`config.mk`:
```
export PLATFORM = sky130hd
export DESIGN_NAME = cpu_sequencer
export DESIGN_NICKNAME = d
export VERILOG_FILES = /design/src/rtl/cpu_sequencer.sv
export SDC_FILE = /design/constraint.sdc
export NUM_CORES = 1
export LEC_CHECK = 0
export CORE_UTILIZATION = 25
export CTS_BUF_LIST = sky130_fd_sc_hd__clkbuf_16
export DETAILED_ROUTE_END_ITERATION = 6
export PLACE_DENSITY = 0.58
export SLEW_MARGIN = 10
export SYNTH_ARGS = -nofsm -noshare
export SYNTH_HDL_FRONTEND = slang
export SYNTH_SLANG_ARGS = --single-unit
```
`constraint.sdc`:
```
create_clock -name clk -period 4.34 [get_ports clk]
set_input_delay 0.434 -clock clk [delete_from_list [all_inputs] [get_ports clk]]
set_output_delay 0.434 -clock clk [all_outputs]
set_load 0.1 [all_outputs]
```
`src/rtl/cpu_sequencer.sv`:
```
// rtl/cpu_sequencer.sv - multi-cycle FETCH/DECODE/EXEC/MEM/WB control sequencer (optional CPU_SEQ_ILLEGAL_TRAP_EN)
module cpu_sequencer #(
    parameter int OPCODE_W = 4,
    parameter int ICOUNT_W = 16
) (
    input  logic                clk,
    input  logic                rst_n,
    input  logic                run,
    input  logic [OPCODE_W-1:0] opcode,
    input  logic                zero_flag,
    input  logic                mem_ready,
    output logic                mem_req,
    output logic                mem_we,
    output logic                addr_sel,
    output logic                ir_load,
    output logic                pc_inc,
    output logic                pc_load,
    output logic                alu_en,
    output logic                reg_we,
    output logic                wb_sel,
    output logic                halted,
    output logic                illegal,
    output logic [2:0]          state,
    output logic [ICOUNT_W-1:0] icount
);

    typedef enum logic [2:0] {
        S_IDLE   = 3'd0,
        S_FETCH  = 3'd1,
        S_DECODE = 3'd2,
        S_EXEC   = 3'd3,
        S_MEM    = 3'd4,
        S_WB     = 3'd5,
        S_HALT   = 3'd6
    } state_t;

    localparam logic [OPCODE_W-1:0] OP_ALU_LIM = OPCODE_W'(8);
    localparam logic [OPCODE_W-1:0] OP_LOAD    = OPCODE_W'(8);
    localparam logic [OPCODE_W-1:0] OP_STORE   = OPCODE_W'(9);
    localparam logic [OPCODE_W-1:0] OP_JUMP    = OPCODE_W'(10);
    localparam logic [OPCODE_W-1:0] OP_BEQZ    = OPCODE_W'(11);
    localparam logic [OPCODE_W-1:0] OP_NOP     = OPCODE_W'(14);
    localparam logic [OPCODE_W-1:0] OP_HALT    = OPCODE_W'(15);

    state_t state_q;
    state_t state_d;
    logic   retire;
    logic   is_alu;
    logic   is_load;
    logic   is_store;
    logic   is_jump;
    logic   is_beqz;
    logic   is_nop;
    logic   is_halt;
    logic   is_illegal;

    // Opcode classification; anything not recognised is illegal (0xC, 0xD).
    always_comb begin
        is_alu     = (opcode < OP_ALU_LIM);
        is_load    = (opcode == OP_LOAD);
        is_store   = (opcode == OP_STORE);
        is_jump    = (opcode == OP_JUMP);
        is_beqz    = (opcode == OP_BEQZ);
        is_nop     = (opcode == OP_NOP);
        is_halt    = (opcode == OP_HALT);
        is_illegal = !(is_alu || is_load || is_store || is_jump || is_beqz || is_nop || is_halt);
    end

`ifdef CPU_SEQ_ILLEGAL_TRAP_EN
    logic trap;
`endif

    // Next-state and strobe decode; strobes depend only on state and live inputs.
    always_comb begin
        state_d  = state_q;
        retire   = 1'b0;
        mem_req  = 1'b0;
        mem_we   = 1'b0;
        addr_sel = 1'b0;
        ir_load  = 1'b0;
        pc_inc   = 1'b0;
        pc_load  = 1'b0;
        alu_en   = 1'b0;
        reg_we   = 1'b0;
        wb_sel   = 1'b0;
        halted   = 1'b0;
`ifdef CPU_SEQ_ILLEGAL_TRAP_EN
        trap     = 1'b0;
`endif
        case (state_q)
            S_IDLE: begin
                if (run) state_d = S_FETCH;
            end
            S_FETCH: begin
                mem_req = 1'b1;
                if (mem_ready) begin
                    ir_load = 1'b1;
                    pc_inc  = 1'b1;
                    state_d = S_DECODE;
                end
            end
            S_DECODE: begin
                if (is_nop) begin
                    retire  = 1'b1;
                    state_d = S_FETCH;
                end else if (is_halt) begin
                    retire  = 1'b1;
                    state_d = S_HALT;
                end else if (is_illegal) begin
`ifdef CPU_SEQ_ILLEGAL_TRAP_EN
                    trap    = 1'b1;
                    state_d = S_HALT;
`else
                    retire  = 1'b1;
                    state_d = S_FETCH;
`endif
                end else begin
                    state_d = S_EXEC;
                end
            end
            S_EXEC: begin
                alu_en = 1'b1;
                if (is_alu) begin
                    state_d = S_WB;
                end else if (is_load || is_store) begin
                    state_d = S_MEM;
                end else if (is_jump) begin
                    pc_load = 1'b1;
                    retire  = 1'b1;
                    state_d = S_FETCH;
                end else if (is_beqz) begin
                    pc_load = zero_flag;
                    retire  = 1'b1;
                    state_d = S_FETCH;
                end else begin
                    // Opcode changed under us; resynchronise on the next fetch.
                    state_d = S_FETCH;
                end
            end
            S_MEM: begin
                mem_req  = 1'b1;
                addr_sel = 1'b1;
                mem_we   = is_store;
                if (mem_ready) begin
                    if (is_store) begin
                        retire  = 1'b1;
                        state_d = S_FETCH;
                    end else begin
                        state_d = S_WB;
                    end
                end
            end
            S_WB: begin
                reg_we  = 1'b1;
                wb_sel  = is_load;
                retire  = 1'b1;
                state_d = S_FETCH;
            end
            S_HALT: begin
                halted = 1'b1;
            end
            default: begin
                state_d = S_IDLE;
            end
        endcase
    end

    // State register; async reset drops every strobe immediately.
    always_ff @(posedge clk or negedge rst_n) begin
        if (!rst_n) state_q <= S_IDLE;
        else        state_q <= state_d;
    end

    // Retired-instruction counter, wraps silently.
    always_ff @(posedge clk or negedge rst_n) begin
        if (!rst_n)      icount <= '0;
        else if (retire) icount <= icount + ICOUNT_W'(1);
    end

`ifdef CPU_SEQ_ILLEGAL_TRAP_EN
    logic illegal_q;

    // Sticky illegal flag, cleared only by reset.
    always_ff @(posedge clk or negedge rst_n) begin
        if (!rst_n)    illegal_q <= 1'b0;
        else if (trap) illegal_q <= 1'b1;
    end

    assign illegal = illegal_q;
`else
    assign illegal = 1'b0;
`endif

    assign state = state_q;

endmodule

```
-- Word level (Yosys, flattened, before mapping)
Cells that the tools add are included.
- add/sub/neg operators: 1
- order comparisons: 1
- equal/unequal tests: 15
- multiplexer cells: 34
- bitwise logic cells: 1
- reduce and logical (&&, ||, !) cells: 10
- operator list (operator ; count):
    $eq A4 B4 Y1 const B ; 6
    $mux W3 ; 8
    $mux W1 ; 23
    $pmux W3 S7 ; 1
    $add A16 B1 Y16 const B ; 1
    $eq A3 B3 Y1 const B ; 3
    $logic_or A1 B1 Y1 ; 7
    $eq A3 B2 Y1 const B ; 2
    $ne A2 B2 Y1 const B ; 3
    $lt A4 B4 Y1 const B ; 1
    $pmux W1 S4 ; 1
    $reduce_and A4 Y1 ; 1
    $eq A3 B1 Y1 const B ; 1
    $logic_not A3 Y1 ; 1
    $mux W2 ; 1
    $reduce_or A2 Y1 ; 1
    $not A1 Y1 ; 1
- register bits after elaboration: 19
- bits of input ports: 9

-- Logic depth before layout (Yosys ltp)
Gate-level depths: netlist (run 1).
- depth in word-level cells: 11
- mapped depth: 6
- mapped depth without buffers: 5

-- Worst setup path after synthesis (run 1)
Ideal clock, no wire load.
- kind: register -> output
- start point: reg state_q[0], in the netlist state[0]
- end point: out pc_inc
- arrival time: 5.197 ns
- slack: -1.291 ns
- cell stages (with the launch flop): 5
- path buffers: 2
- path through: dfrtp_1 buf_6 inv_1 nor4b_1 buf_4
- word-level cells in the longest chain between the ends: 2
- ends and longest elaborated chain (item ; RTL line ; text):
    start, declared ; 45 ; state_t state_q;
    start signal, assigned ; 171 ; else state_q <= state_d;
    $eq A3 B1 Y1 ; -- ;
    $mux W1 ; -- ;
    end, declared ; 16 ; output logic pc_inc,
No other way between the ends.

-- Worst setup path in the final report (run 1)
- start point: reg state_q[0], in the netlist state[0]
- end point: out pc_load
- word-level cells in the longest chain between the ends: 2
- ends and longest elaborated chain (item ; RTL line ; text):
    $eq A3 B2 Y1 ; 90 ; case (state_q)
    $mux W1 ; 90 ;
    end, declared ; 17 ; output logic pc_load,
No other way between the ends.

==> summary.txt, run 1 <==
Clock network
  – Resized cells post-CTS: 0
  – Root buffer selected by CTS: clkbuf_16
  – CTS tree: done
  – Maximum clock path buffer count: 2
  – Post-CTS Hold Fix Bufs: 0
  – Htree depth: 1
  – Clock-pin slew on the worst setup and hold paths: 0.06 ns
  – Clk_lat worst skew: 0.25 ns
  – Setup Buffers After CTS: 0
  – Clock Sink Count: 19
  – CTS Buf Count: 3

Pwr
  – Final Power: 1.20 mW
  – VDD IR max: 258 µV
  – PwrDens: 736 nW/µm²
  – LEAKAGE: 0.664 nW

Routing
  – Avg WL per Cell: 13.6 µm
  – Average vias per placed instance: 5.07
  – DRT Wirelength: 2.62 mm
  – Antenna violation net count after detailed routing: 0
  – DRT iter0 DRCs: 85
  – Via count: 979
  – Router iterations before antenna repair: 5
  – DRC: 0

STA
  – Fmax: 321 MHz
  – Worst slew margin: 34.5%
  – Post-Route Skew: 0.00546 ns
  – Final Slew Violations: 0
  – Tightest Pin Transition: 0.979 ns
  – Period utilization: 71.8%
  – RSZ-0062 raised after global routing: no
  – Final Hold Vio Count: 0
  – Final setup fails: 0
  – Setup TNS after final layout: 0 ns
  – Min Tclk post-route: 3.11 ns

Worst setup path
  – Critical path data arrival time: 2.68 ns
  – Largest stage delay, worst path: 1.12 ns
  – Crit end category: output pin
  – CP Cell Sequence: inv_1 -> nor3b_2 -> and3_1 -> clkdlybuf4s50_1
  – CP required: 3.91 ns
  – Slowest-stage cell, CP: clkdlybuf4s50_1
  – Delay-heaviest family, CP: buffers and inverters
  – Buffers & Inverters on Critical Path: 2
  – Crit Path Max Fanout: 10
  – Startpoint types: register
  – Crit path kind: reg2out

Floorplan
  – Die X: 70.1 µm
  – Total die area: 4910 µm²
  – Die height: 70.1 µm
  – Core area: 4410 µm²
  – Ports: 39
  – Starting density of the core: 26.2%
  – Site row count: 24

Logic synthesis
  – Synth cell types: 37
  – Post-Synthesis Cells: 107
  – Post-synth EDFFs: 0
  – Sequential share of the synthesized area: 41.0%
  – Syn_nets: 117
  – Ys async rst share: 100%
  – Cell Area, Synth: 1160 µm²
  – Synth warn: 0
  – Ys flop type: dfrtp_1
  – Synthesized area per cell: 10.8 µm²
  – Synth Register Bits: 19

Placement
  – Hpwl dp: 1.91 mm
  – DP Area: 1550 µm²
  – Buffers on Ports: 37
  – Dpl cells: 189
  – Placer congestion estimate: 0.837

Cells and area
  – Final net count: 152
  – Share of cells above drive strength 1: 9.22%
  – Antenna Cells: 0
  – Post-layout instance area: 1630 µm²
  – Non-filler cells, final: 193
  – Area growth syn-to-layout: 40.7%

Status
  – Status: completed

Worst hold path
  – Hold Crit Class: reg2reg

Job
  – MaxCap Viol Count: 0

Global route
  – Largest net degree at the start of global routing: 20
  – Total gr overflow: 0
  – Initial antenna violation count: 0
  – Vias in the first global route: 933
  – Global-route wire length before repair: 4.42 mm
  – Tot GR Track Use: 10.9%
path summary, 6_finish.rpt:
path	start	to	slack (ns)	depth (start not counted)
max	state[0]	pc_load	1.23	4
min	icount[15]	icount[15]	0.47	1
max reg2reg	state[2]	icount[1]	2.27	4
min reg2reg	icount[15]	icount[15]	0.47	1
max in group asynchronous	rst_n	state[1]	3.14	1
min in group asynchronous	rst_n	icount[13]	0.67	1
where the power goes:
| part | internal, mW | total, mW | switching [mW] |
|---|---|---|---|
| Sequential | 0.212 | 0.284 | 0.0724 |
| Clock | 0.122 | 0.184 | 0.0618 |
| Combinational | 0.180 | 0.731 | 0.552 |
logic make-up after synthesis:
kind of cell	share of synthesized area (%)
other	0.324
buffers and inverters	5.40
flip-flops	41.0
multiplexers	1.84
AND/OR/NAND/NOR	19.9
AO/OA/AOI/OAI	18.4
adder cells (fa/ha/maj)	1.08
XOR/XNOR	12.1
routing by layer:
metal / wire (µm) / track usage, % / up-vias / share of wire (%)
li1: - / - / 467 / -
met1: 1330 / 16.0 / 462 / 51
met2: 1110 / 16.7 / 46 / 42
met3: 162 / 2.02 / 4 / 6.2
met4: 17 / 2.00 / 0 / 0.65
met5: 0 / 0 / - / 0
final cells by class:
cell class / count / area, µm²
fillers: 438 / 2780
multi-input cells: 80 / 637
inverters: 1 / 3.75
clock inverters: 1 / 3.75
clock buffers: 3 / 75.1
repair buffers: 37 / 370
well taps: 52 / 65.1
flip-flops and latches: 19 / 475
synth_stat cells, types with 2 or more instances:
master     count  share of area [%]
dfrtp_1       19                 41
xnor2_1       16                 12
nor2_1         7                2.3
o2111ai_1      7                5.3
nand2_1        5                1.6
and3_1         4                2.2
buf_6          3                2.9
nand2b_1       3                1.6
nor3b_1        3                1.9
o211ai_2       3                3.2
o21ai_1        3                1.3
a21oi_1        2               0.86
a22oi_1        2                1.3
a41o_1         2                1.7
and3b_1        2                1.5
and4_1         2                1.5
buf_2          2               0.86
buf_4          2                1.3
nand4_1        2                1.1
registers in the layout, indices dropped and copies added (netlist names):
register and flops:
state 3, icount 16
stage by stage:
step,hold WS (ns),utilization [%],setup slack (ns)
final,0.474,36.9,1.23
after floorplan,0.138,-,0.272
after global routing,0.496,36.9,1.09
after CTS,0.481,36.9,1.21
after global placement,0.467,35.1,1.33
after detailed placement,0.466,35.1,1.27
worst reg2reg max path: stages (launching register included):
cell and delay, ns:
dfrtp_1 0.66, and3b_1 0.23, a41o_1 0.57, nor2_1 0.16
mux2_1 0.34
placed cells by master (no fill, tap or decap), drive strengths merged, types with 4 or more instances in the layout:
cell and n:
clkdlybuf4s50 37, dfrtp 19, xnor2 16, nor2 7, o2111ai 7, nand2 6, and3 4
(Power assumes the default switching activity.)
==> inputs of run 2 (changes only) <==
==> constraint.sdc (replaced) <==
create_clock -name clk -period 3.15 [get_ports clk]
set_input_delay 0.315 -clock clk [delete_from_list [all_inputs] [get_ports clk]]
set_output_delay 0.315 -clock clk [all_outputs]
set_load 0.1 [all_outputs]
==> summary.txt, run 2 (same netlist as run 1, synthesis figures left out) <==
Status
  – Status: completed

STA
  – Final Hold Vio Count: 0 (unchanged)
  – Final worst setup slack: 0.981 ns (-0.245 ns)
  – Final setup fails: 0 (unchanged)
  – Worst slew margin: 34.8% (+0.25 points)
  – RSZ-0062 raised after global routing: no
  – Hold slack final: 0.485 ns (+0.0105 ns)
  – Setup TNS after final layout: 0 ns (unchanged)
  – Fmax: 461 MHz
  – Post-Route Skew: 0.00381 ns (-0.00164 ns)
  – Final Slew Violations: 0 (unchanged)
  – Period utilization: 68.9%
  – Tightest Pin Transition: 0.975 ns (-0.00377 ns)
  – Min Tclk post-route: 2.17 ns

Routing
  – Average vias per placed instance: 5.04 (-0.72%)
  – Antenna violation net count after detailed routing: 0 (unchanged)
  – Via count: 972 (-0.72%)
  – DRT Wirelength: 2.78 mm (+6.1%)
  – Avg WL per Cell: 14.4 µm (+6.1%)
  – Router iterations before antenna repair: 4 (-1)
  – DRT iter0 DRCs: 78 (-8.2%)
  – DRC: 0 (unchanged)

Worst setup path
  – Slowest-stage cell, CP: clkdlybuf4s50_1
  – CP required: 2.83 ns (-1.08 ns)
  – Critical path depth: 1 (-3)
  – Delay-heaviest family, CP: buffers and inverters
  – Crit end category: output pin
  – Depth of the most critical reg-to-reg path: 4 (unchanged)
  – Startpoint types: register
  – Crit path kind: reg2out
  – Buffers & Inverters on Critical Path: 1 (-1)
  – Crit Path Max Fanout: 5 (-5)
  – CP Cell Sequence: clkdlybuf4s50_1
  – Critical path data arrival time: 1.85 ns (-0.83 ns)
  – Largest stage delay, worst path: 1.17 ns (+0.05 ns)

Cells and area
  – Commonest cells after routing, fill and taps aside: 23 x clkdlybuf4s50_1, 16 x xnor2_1, 16 x dfrtp_1
  – Post-layout instance area: 1620 µm² (-0.46%)
  – Antenna Cells: 0 (unchanged)
  – Share of cells above drive strength 1: 22.7% (+13 points)
  – Reg with most FFs: icount
  – Final net count: 152 (unchanged)
  – Commonest non-fill, non-tap cell in the layout: clkdlybuf4s50_1
  – Max FFs per register: 16 (unchanged)
  – Area of the multi-input gates: 661 µm² (+3.7%)
  – Storage element area: 479 µm² (+0.79%)
  – Area growth syn-to-layout: 40.1%
  – FILL cells: 443 (+1.1%)

Floorplan
  – Site row count: 24 (unchanged)
  – Core area: 4410 µm² (unchanged)
  – Die X: 70.1 µm (unchanged)
  – Total die area: 4910 µm² (unchanged)
  – Starting density of the core: 26.2% (unchanged)
  – Ports: 39 (unchanged)
  – Die height: 70.1 µm (unchanged)

Clock network
  – Resized cells post-CTS: 0 (unchanged)
  – Maximum clock path buffer count: 2 (unchanged)
  – CTS tree: done
  – Clock-pin slew on the worst setup and hold paths: 0.05 ns (about the same)
  – Setup Buffers After CTS: 0 (unchanged)
  – CTS Buf Count: 3 (unchanged)
  – Post-CTS Hold Fix Bufs: 0 (unchanged)
  – Root buffer selected by CTS: clkbuf_16
  – Htree depth: 1 (unchanged)
  – Clk_lat worst skew: 0.25 ns (about the same)
  – Clock Sink Count: 19 (unchanged)

Pwr
  – PwrDens: 1030 nW/µm² (+40%)
  – LEAKAGE: 0.693 nW (+4.3%)
  – VDD IR max: 383 µV (+48%)

Worst hold path
  – Worst Hold Depth: 1 (unchanged)
  – Hold Crit Class: reg2reg

Placement
  – Buffers on Ports: 37 (unchanged)
  – Placer congestion estimate: 0.750 (-10%)
  – DP Area: 1540 µm² (-0.48%)
  – Hpwl dp: 1.99 mm (+4.4%)
  – DP Worst Slack: 0.781 ns (-0.487 ns)

Job
  – MaxCap Viol Count: 0 (unchanged)

Global route
  – Total gr overflow: 0 (unchanged)
  – Initial antenna violation count: 0 (unchanged)
  – Vias in the first global route: 986 (+5.7%)
  – Largest net degree at the start of global routing: 20 (unchanged)
  – Global-route wire length before repair: 4.67 mm (+5.6%)
  – Tot GR Track Use: 11.9% (+1.0 points)
## run 2: layer usage
layer  vias up  GRT usage [%]  part of all wire, %
met5         -              0                    0
met4         0           6.00                  2.1
met3         6           1.59                  7.1
met2        44           18.5                   44
met1       458           16.2                   47
li1        464              -                    -
## run 2: per-stage QoR
stage / std cells / power, mW / util (%)
final: 193 / 1.68 / 36.8
after detailed placement: 189 / 1.43 / 35.0
after CTS: 193 / 1.69 / 36.8
after global routing: 193 / 1.75 / 36.8
after floorplan: 107 / 1.25 / -
after global placement: 189 / 1.41 / 35.0
## run 2: report_power, final
group | leakage (nW) | internal (mW) | switching [mW] | total (mW)
registers | 0.249 | 0.295 | 0.111 | 0.407
clock network | 0.0423 | 0.169 | 0.0863 | 0.255
logic | 0.401 | 0.243 | 0.772 | 1.01
total | 0.693 | 0.707 | 0.969 | 1.68
## run 2: area by class of cell
type,instances,share of cell area [%]
multi-input combinational,80,40.7
inverter,1,0.231
timing repair buffer,37,20.7
clock buffer,3,4.63
tap,52,4.01
clock inverter,1,0.231
sequential,19,29.5
## run 2: final timing paths
kind	from	end	slack (ns)
min in group asynchronous	rst_n	icount[8]	0.55
max in group asynchronous	rst_n	state[2]	2.03
hold reg to reg	icount[15]	icount[15]	0.48
setup / recovery	icount[11]	icount[11]	0.98
setup reg to reg	state[0]	icount[1]	1.17
hold / removal	icount[15]	icount[15]	0.48
